File: config.mk
export PLATFORM = sky130hd
export DESIGN_NAME = vga_term_writer_flat
export DESIGN_NICKNAME = d
export VERILOG_FILES = /design/src/rtl/vga_term_writer_if.sv /design/src/rtl/vga_term_writer.sv /design/src/flat_wrapper.sv
export SDC_FILE = /design/constraint.sdc
export NUM_CORES = 1
export LEC_CHECK = 0
export ABC_CLOCK_PERIOD_IN_PS = 2650
export BUFFER_PORTS_ARGS = -buffer_cell sky130_fd_sc_hd__buf_4
export CORE_MARGIN = 2
export CORE_UTILIZATION = 30
export CTS_BUF_LIST = sky130_fd_sc_hd__clkbuf_4 sky130_fd_sc_hd__clkbuf_8
export DETAILED_ROUTE_END_ITERATION = 7
export GPL_TIMING_DRIVEN = 1
export PLACE_DENSITY_LB_ADDON = 0.08
export RECOVER_POWER = 100
export SYNTH_ARGS = -nofsm -noshare
export SYNTH_HDL_FRONTEND = slang
export SYNTH_SLANG_ARGS = --single-unit
File: constraint.sdc
create_clock -name clk -period 2.65 [get_ports clk]
set_input_delay 0.1325 -clock clk [delete_from_list [all_inputs] [get_ports clk]]
set_output_delay 0.1325 -clock clk [all_outputs]
set_load 0.005 [all_outputs]
File: src/rtl/vga_term_writer_if.sv
//------------------------------------------------------------------------------
// Module  : vga_term_writer_if
// Purpose : Terminal character input and video-RAM write port bundle.
// Rev     : 1.0 - initial release
//------------------------------------------------------------------------------
`default_nettype none

interface vga_term_writer_if;
  logic [6:0] char_in;
  logic       char_valid;
  logic       char_ready;
  logic       clr_screen;
  logic [9:0] vram_waddr;
  logic [5:0] vram_din;
  logic       vram_wen;
  logic [4:0] top_row;

  modport master (
    output char_in, char_valid, clr_screen,
    input  char_ready, vram_waddr, vram_din, vram_wen, top_row
  );

  modport slave (
    input  char_in, char_valid, clr_screen,
    output char_ready, vram_waddr, vram_din, vram_wen, top_row
  );
endinterface

`default_nettype wire

File: src/rtl/vga_term_writer.sv
//------------------------------------------------------------------------------
// Module  : vga_term_writer
// Purpose : Writes terminal characters into a scrolling VRAM text screen.
//           Optional cursor drawing enabled by macro TERM_CURSOR_EN.
// Rev     : 1.0 - initial release
//------------------------------------------------------------------------------
`default_nettype none

module vga_term_writer #(
  parameter int COLS = 40,
  parameter int ROWS = 24
) (
  input  wire logic        clk,
  input  wire logic        rst,
  vga_term_writer_if.slave bus
);

  localparam int              c_CW          = (COLS > 1) ? $clog2(COLS) : 1;
  localparam logic [c_CW-1:0] c_COL_LAST    = c_CW'(COLS - 1);
  localparam logic [4:0]      c_ROW_LAST    = 5'(ROWS - 1);
  localparam logic [9:0]      c_CELL_LAST   = 10'(COLS * ROWS - 1);
  localparam logic [5:0]      c_SPACE       = 6'h20;
  localparam logic [5:0]      c_CURSOR_CHAR = 6'h00;

  localparam logic [2:0] c_IDLE       = 3'd0;
  localparam logic [2:0] c_WRITE      = 3'd1;
  localparam logic [2:0] c_NEWLINE    = 3'd2;
  localparam logic [2:0] c_CLEAR_LINE = 3'd3;
  localparam logic [2:0] c_CLEAR_ALL  = 3'd4;
  localparam logic [2:0] c_CURSOR     = 3'd5;

`ifdef TERM_CURSOR_EN
  localparam logic [2:0] c_DONE = c_CURSOR;
`else
  localparam logic [2:0] c_DONE = c_IDLE;
`endif

  logic [2:0]      r_state;
  logic [c_CW-1:0] r_col;
  logic [4:0]      r_prow;
  logic [4:0]      r_lrow;
  logic [4:0]      r_top;
  logic [9:0]      r_cnt;
  logic [5:0]      r_glyph;

  logic            w_take;
  logic            w_printable;
  logic [5:0]      w_glyph;
  logic [4:0]      w_prow_next;
  logic [4:0]      w_top_next;
  logic [9:0]      w_line_base;
  logic [9:0]      w_cur_addr;

  assign bus.char_ready = (r_state == c_IDLE) & ~rst & ~bus.clr_screen;
  assign bus.top_row    = r_top;

  assign w_take      = bus.char_valid & bus.char_ready;
  assign w_printable = bus.char_in[6] | bus.char_in[5];
  // 0x20-0x5F keep their low six bits; 0x60-0x7F minus 0x20 lands on 0b0xxxxx
  assign w_glyph     = {bus.char_in[5] & ~bus.char_in[6], bus.char_in[4:0]};

  assign w_prow_next = (r_prow == c_ROW_LAST) ? 5'd0 : r_prow + 5'd1;
  assign w_top_next  = (r_top  == c_ROW_LAST) ? 5'd0 : r_top  + 5'd1;
  assign w_line_base = 10'(r_prow) * 10'(COLS);
  assign w_cur_addr  = w_line_base + 10'(r_col);

  always_ff @(posedge clk or posedge rst) begin
    if (rst) begin
      r_state <= c_IDLE;
      r_col   <= '0;
      r_prow  <= '0;
      r_lrow  <= '0;
      r_top   <= '0;
      r_cnt   <= '0;
      r_glyph <= '0;
    end else if (bus.clr_screen) begin
      r_state <= c_CLEAR_ALL;
      r_cnt   <= '0;
    end else begin
      case (r_state)
        c_IDLE: begin
          if (w_take) begin
            if (w_printable) begin
              r_glyph <= w_glyph;
              r_state <= c_WRITE;
            end else if (bus.char_in == 7'h0D) begin
              r_state <= c_NEWLINE;
            end
          end
        end
        c_WRITE: begin
          if (r_col == c_COL_LAST) begin
            r_state <= c_NEWLINE;
          end else begin
            r_col   <= r_col + c_CW'(1);
            r_state <= c_DONE;
          end
        end
        c_NEWLINE: begin
          r_col  <= '0;
          r_prow <= w_prow_next;
          if (r_lrow != c_ROW_LAST) begin
            r_lrow  <= r_lrow + 5'd1;
            r_state <= c_DONE;
          end else begin
            // Bottom reached: the screen scrolls and the recycled row is blanked
            r_top   <= w_top_next;
            r_state <= c_CLEAR_LINE;
          end
        end
        c_CLEAR_LINE: begin
          if (r_col == c_COL_LAST) begin
            r_col   <= '0;
            r_state <= c_DONE;
          end else begin
            r_col <= r_col + c_CW'(1);
          end
        end
        c_CLEAR_ALL: begin
          if (r_cnt == c_CELL_LAST) begin
            r_cnt   <= '0;
            r_col   <= '0;
            r_prow  <= '0;
            r_lrow  <= '0;
            r_top   <= '0;
            r_state <= c_DONE;
          end else begin
            r_cnt <= r_cnt + 10'd1;
          end
        end
        c_CURSOR: r_state <= c_IDLE;
        default:  r_state <= c_IDLE;
      endcase
    end
  end

  always_comb begin
    bus.vram_wen   = 1'b0;
    bus.vram_waddr = '0;
    bus.vram_din   = '0;
    case (r_state)
      c_WRITE: begin
        bus.vram_wen   = 1'b1;
        bus.vram_waddr = w_cur_addr;
        bus.vram_din   = r_glyph;
      end
      c_CLEAR_LINE: begin
        bus.vram_wen   = 1'b1;
        bus.vram_waddr = w_cur_addr;
        bus.vram_din   = c_SPACE;
      end
      c_CLEAR_ALL: begin
        bus.vram_wen   = 1'b1;
        bus.vram_waddr = r_cnt;
        bus.vram_din   = c_SPACE;
      end
      c_CURSOR: begin
        bus.vram_wen   = 1'b1;
        bus.vram_waddr = w_cur_addr;
        bus.vram_din   = c_CURSOR_CHAR;
      end
      default: ;
    endcase
  end

endmodule

`default_nettype wire

File: src/flat_wrapper.sv
// flat-port wrapper written by rule: the top's interface ports become plain ports
module vga_term_writer_flat 
#(
  parameter int COLS = 40,
  parameter int ROWS = 24
)
  (clk, rst, bus_char_in, bus_char_valid, bus_clr_screen, bus_char_ready, bus_vram_waddr, bus_vram_din, bus_vram_wen, bus_top_row);
  vga_term_writer_if bus_i ();
  input  wire logic clk;
  input  wire logic rst;
  input wire logic [$bits(bus_i.char_in)-1:0] bus_char_in;
  input wire logic [$bits(bus_i.char_valid)-1:0] bus_char_valid;
  input wire logic [$bits(bus_i.clr_screen)-1:0] bus_clr_screen;
  output wire logic [$bits(bus_i.char_ready)-1:0] bus_char_ready;
  output wire logic [$bits(bus_i.vram_waddr)-1:0] bus_vram_waddr;
  output wire logic [$bits(bus_i.vram_din)-1:0] bus_vram_din;
  output wire logic [$bits(bus_i.vram_wen)-1:0] bus_vram_wen;
  output wire logic [$bits(bus_i.top_row)-1:0] bus_top_row;
  assign bus_i.char_in = bus_char_in;
  assign bus_i.char_valid = bus_char_valid;
  assign bus_i.clr_screen = bus_clr_screen;
  assign bus_char_ready = bus_i.char_ready;
  assign bus_vram_waddr = bus_i.vram_waddr;
  assign bus_vram_din = bus_i.vram_din;
  assign bus_vram_wen = bus_i.vram_wen;
  assign bus_top_row = bus_i.top_row;
  vga_term_writer #(.COLS(COLS), .ROWS(ROWS)) u_core (.clk(clk), .rst(rst), .bus(bus_i));
endmodule
==> After elaboration in Yosys (flattened, before gate mapping) <==
Index checks and enable logic that the tools add are counted.
{ "totals": {"register_bits": 40, "latchBits": 0, "ram_bits": 0, "mem_bits_ro": 0, "in_bits": 11, "out_inout_bits": 23, "elab_cells": 81, "memories": 0} }
{ "classes": {"add_sub_neg": 6, "mul": 1, "n_div": 0, "order_cmp": 0, "eq_ne": 19, "shifts": 0, "mux": 27, "n_bitwise": 8, "reduce_logical": 13} }
{ "ops": {"columns": ["op", "count"], "rows": [
  ["10-bit 2-to-1 mux", 3],
  ["5-bit one-hot mux with 2 select lines", 3],
  ["5-bit 2-to-1 mux", 5],
  ["6-bit one-hot mux with 4 select lines", 1],
  ["10-bit one-hot mux with 2 select lines", 1],
  ["4-bit AND reduction", 5],
  ["3-bit 2-to-1 mux", 6],
  ["6-bit 2-to-1 mux", 3],
  ["5-bit by 1-bit adder with 5-bit output, second input constant", 3],
  ["3-bit one-hot mux with 5 select lines", 1],
  ["6-bit one-hot mux with 2 select lines", 1],
  ["10-bit by 1-bit adder with 10-bit output, second input constant", 1],
  ["10-bit by 6-bit adder with 10-bit output", 1],
  ["10-bit equality test, second input constant", 1],
  ["5-bit equality test, second input constant", 2],
  ["3-bit by 2-bit inequality test with 1-bit output, second input constant", 3],
  ["7-bit by 4-bit equality test with 1-bit output, second input constant", 1],
  ["5-bit by 3-bit multiplier with 7-bit output, second input constant", 1],
  ["6-bit by 1-bit adder with 6-bit output, second input constant", 1],
  ["3-bit by 2-bit equality test with 1-bit output, second input constant", 2],
  ["3-bit equality test, second input constant", 2],
  ["6-bit equality test, second input constant", 1],
  ["5-bit inequality test, second input constant", 1],
  ["1-bit bitwise AND", 4],
  ["other kinds (15)", 21]
]} }

==> Longest topological paths before layout <==
{ "depth": {"depth_word": 7, "ltp_mapped": 8} }

==> Least setup slack after synthesis <==
No wires, ideal clock.
{ "synth_timing": {"path_kind": "flip-flop to output port", "start": "register u_core.r_prow[3]", "end": "output bus_vram_waddr[9]", "t_arrival_ps": 2456, "slack_ps": 62, "path_stages_with_launch": 9, "n_path_buf": 0, "path_cell_list": "dfrtp_1 -> ha_1 -> ha_1 -> inv_1 -> fa_1 -> xor2_1 -> a2111oi_1 -> xnor3_1 -> a22o_1"} }
{ "synth_between": {"elab_chain_cells": 3} }
{ "synth_lines": {"columns": ["item", "line_no", "source"], "rows": [
  ["from (decl)", "vga_term_writer.sv:40", "logic [4:0] r_prow;"],
  ["from (signal assigned)", "vga_term_writer.sv:101", "r_prow <= w_prow_next;"],
  ["5-bit by 3-bit multiplier with 7-bit output", "vga_term_writer.sv:64", "assign w_line_base = 10'(r_prow) * 10'(COLS);"],
  ["10-bit by 6-bit adder with 10-bit output", "vga_term_writer.sv:65", "assign w_cur_addr = w_line_base + 10'(r_col);"],
  ["10-bit one-hot mux with 2 select lines", "vga_term_writer.sv:141", "case (r_state)"],
  ["to (decl)", "flat_wrapper.sv:15", "output wire logic [$bits(bus_i.vram_waddr)-1:0] bus_vram_waddr;"]
]} }
No other way between the ends.

==> Final worst setup path <==
Same ends and word-level chain as after synthesis.

==> out/results.txt <==
LEAKAGE -> 0.00150 uW
Worst vdd ir -> 0.163 mV
CTS H-Tree Depth -> 2
Failing checks -> negative setup slack
Vias in the first global route -> 2307
Via/cell ratio -> 5.29
GRT met3 Usage -> 2.48%
RR Startpoint -> u_core.r_cnt[1]$_DFFE_PP0P_
Via count -> 2377
Placed instance area -> 3180 um^2
Status -> complete, but fails checks
Final worst slack -> -0.0491 ns
Initial drt markers -> 60
Clock slew seen by the registers of the worst setup and hold paths -> 0.08 ns
Worst rel slew slack -> 27.3%
Worst Skew -> 0.0104 ns
CTS tree -> built
Die area -> 9760 um^2
CORE AREA -> 8720 um^2
Async SR Flop Fraction -> 100%
Post-synthesis net count -> 317
Dpl ws -> -0.145 ns
Met1 Usage GRT -> 20.6%
Post-layout min period -> 2.70 ns
Final global-route overflow total -> 0
WL final -> 6920 um
Port Buffers -> 33
I/O pin count -> 34
Worst EP required -> 2.52 ns
Final Total Pwr -> 1240 uW
Diode count -> 0
Period Utilization, post-route -> 102%
Slew @ Worst Pin -> 1.09 ns
Final core utilization -> 37.7%
Clk root buf -> clkbuf_8
Drt wl/cell -> 15.4 um
RD Place Congestion -> 0.811
Hpwl dp -> 5010 um
Fillers -> 892
Hold_buf cts -> 0
First-pass GRT wire length -> 11600 um
TritonCTS Buffers -> 5
Final hold slack -> 0.0306 ns
Yosys Warn Count -> 0
Final hold violation count -> 0
Area growth from synthesis to layout -> 21.9%
Layout cells sized above 1 -> 23.8%
TritonRoute pass-1 iters -> 4
Critical path endpoint category -> output port
Top FF cell, synth -> dfrtp_1
Max Cap Viol -> 0
DRC -> 0
Critical Path Start Type -> flip-flop
Post-Syn Instances -> 290
Largest net degree at the start of global routing -> 42
M2 GR Usage -> 22.7%
Unrepaired setup endpoints after global routing -> true
Clk buf depth -> 2
Post-Syn Area -> 2700 um^2
Synth Area per Inst -> 9.30 um^2
Reg2reg path depth -> 5
Cell Rows -> 34
Final setup viols -> 2
Synth cell types -> 59
Grt peak-use layer -> met2
Synth Register Bits -> 40
CP max FO -> 2
Power Dens Cells -> 378 nW/um^2
CTS sink count -> 40
GRT Resource Usage Total -> 14.4%
Detail Route Antenna Nets -> 0
Number of nets in the layout -> 367
Hold path endpoint -> u_core.r_glyph[5]$_DFFE_PP0P_
Horiz. Die Dim -> 98.8 um
Final Max Slew Viols -> 0
Crit Reg-Reg Endpoint -> u_core.bus.top_row[4]$_DFFE_PP0P_
Hold/Removal Path Class -> in -> reg
Clk Latency, worst-skew pair -> 0.30 ns
Most frequent cells in the layout -> 40 x dfrtp_1, 37 x buf_4, 23 x nand2_1, 18 x o21ai_0, 18 x a21oi_1
Initial Utilization -> 30.9%
Sequential cell area fraction in the yosys report -> 37.1%
Hold Path Origin -> bus_char_in[6]
Layout Cell Area excl Fill -> 3290 um^2
R2r setup slk -> 0.29 ns
Die height -> 98.8 um
Crit path DAT -> 2.57 ns
Commonest non-fill, non-tap cell in the layout -> dfrtp_1
Hold path cells -> 2
Initial antenna violation count -> 0
WS Path Type -> reg -> out
Post-synth EDFFs -> 0
Maximum clock rate -> 370 MHz
==> power by group <==
group / internal, uW / total (uW) / switching, uW / leakage (uW)
logic: 62.2 / 128 / 66.0 / 0.000916
registers: 641 / 675 / 34.1 / 0.000529
clock network: 208 / 439 / 231 / 0.0000510
==> critical path: stages (launching register included) <==
cell and delay (ns):
dfrtp_1 0.39, ha_1 0.30, ha_2 0.18, inv_2 0.06
fa_2 0.47, a2111oi_4 0.29, xnor3_1 0.27, a22o_1 0.19
buf_4 0.13
==> metrics by stage <==
| step | setup TNS, ns | std cells |
|---|---|---|
| after floorplan | 0 | 290 |
| after global placement | -0.0891 | 440 |
| after detailed placement | -0.145 | 440 |
| after CTS | -0.109 | 449 |
| after global routing | -0.322 | 449 |
| final | -0.0767 | 449 |
==> synth_stat cells (all sizes together), types with 3 or more instances <==
cell	instances	area share [%]
a21o	3	0.84
a21oi	18	3.3
a22o	7	2.3
a31oi	11	3.1
a41oi	5	1.6
and2	8	1.9
and3	7	1.6
buf	7	1.7
clkbuf	5	0.70
dfrtp	40	37
ha	14	6.5
inv	16	2.2
mux2	6	2.5
mux2i	5	1.9
nand2	24	3.3
nand2b	4	0.93
nand3	13	2.4
nand4	4	0.93
nor2	17	2.4
nor3	3	0.56
nor3b	4	1.3
nor4	4	1.2
o21a	4	1.1
o21ai	19	3.5
xor2	4	1.3
==> worst max-delay path by stage <==
stage                                             from                end  slack (ns)  depth (start not counted)
final                     u_core.r_prow[3]$_DFFE_PP0P_  bus_vram_waddr[9]       -0.05                          8
after global routing      u_core.r_prow[3]$_DFFE_PP0P_  bus_vram_waddr[9]       -0.17                          8
after CTS                 u_core.r_prow[3]$_DFFE_PP0P_  bus_vram_waddr[9]       -0.06                          8
after detailed placement  u_core.r_prow[1]$_DFFE_PP0P_  bus_vram_waddr[9]       -0.15                          9
after global placement    u_core.r_prow[1]$_DFFE_PP0P_  bus_vram_waddr[9]       -0.09                          9
after floorplan           u_core.r_prow[3]$_DFFE_PP0P_  bus_vram_waddr[9]        0.06                          8
==> cells by family (layout without fill, tap and decap cells) <==
kind of cell | count (synthesis) | after routing | synth area share [%]
AOI/OAI and AO/OA | 84 | 84 | 21.4
adders and majority gates | 16 | 16 | 7.98
DFF | 40 | 40 | 37.1
and+or+nand+nor | 104 | 104 | 21.7
buffers and inverters | 28 | 79 | 4.64
xor gates and xnor gates | 7 | 7 | 2.78
muxes | 11 | 11 | 4.36
==> area by class of cell <==
cell class / instances / area [um^2] / area share (%)
multi-input combinational: 222 / 1600 / 48.6
sequential: 40 / 1000 / 30.5
timing repair buffer: 55 / 399 / 12.1
tap: 108 / 135 / 4.11
clock buffer: 6 / 82.6 / 2.51
inverter: 16 / 60.1 / 1.83
clock inverter: 2 / 10.0 / 0.305
==> state kept, by name, summed over array words and instances, names as in the netlist <==
name,flops
u_core.r_lrow,5
u_core.r_col,6
u_core.r_glyph,6
u_core.r_cnt,10
u_core.r_state,3
u_core.bus.top_row,5
u_core.r_prow,5
==> layer usage <==
metal,up-vias,wire length (um),part of all wire (%)
met5,-,0,0
met4,0,64,0.92
met3,7,229,3.3
met2,41,3120,45
met1,1146,3500,51
li1,1183,-,-
==> what timing repair did <==
| item | 4_1_cts | 5_1_grt |
|---|---|---|
| setup buffers | 1 | 0 |
| endpoints found under the setup margin | 2 | 2 |
| gates resized for setup | 8 | 1 |
| pin swaps | 7 | 0 |
No activity file was read; power rests on OpenSTA's default activity.
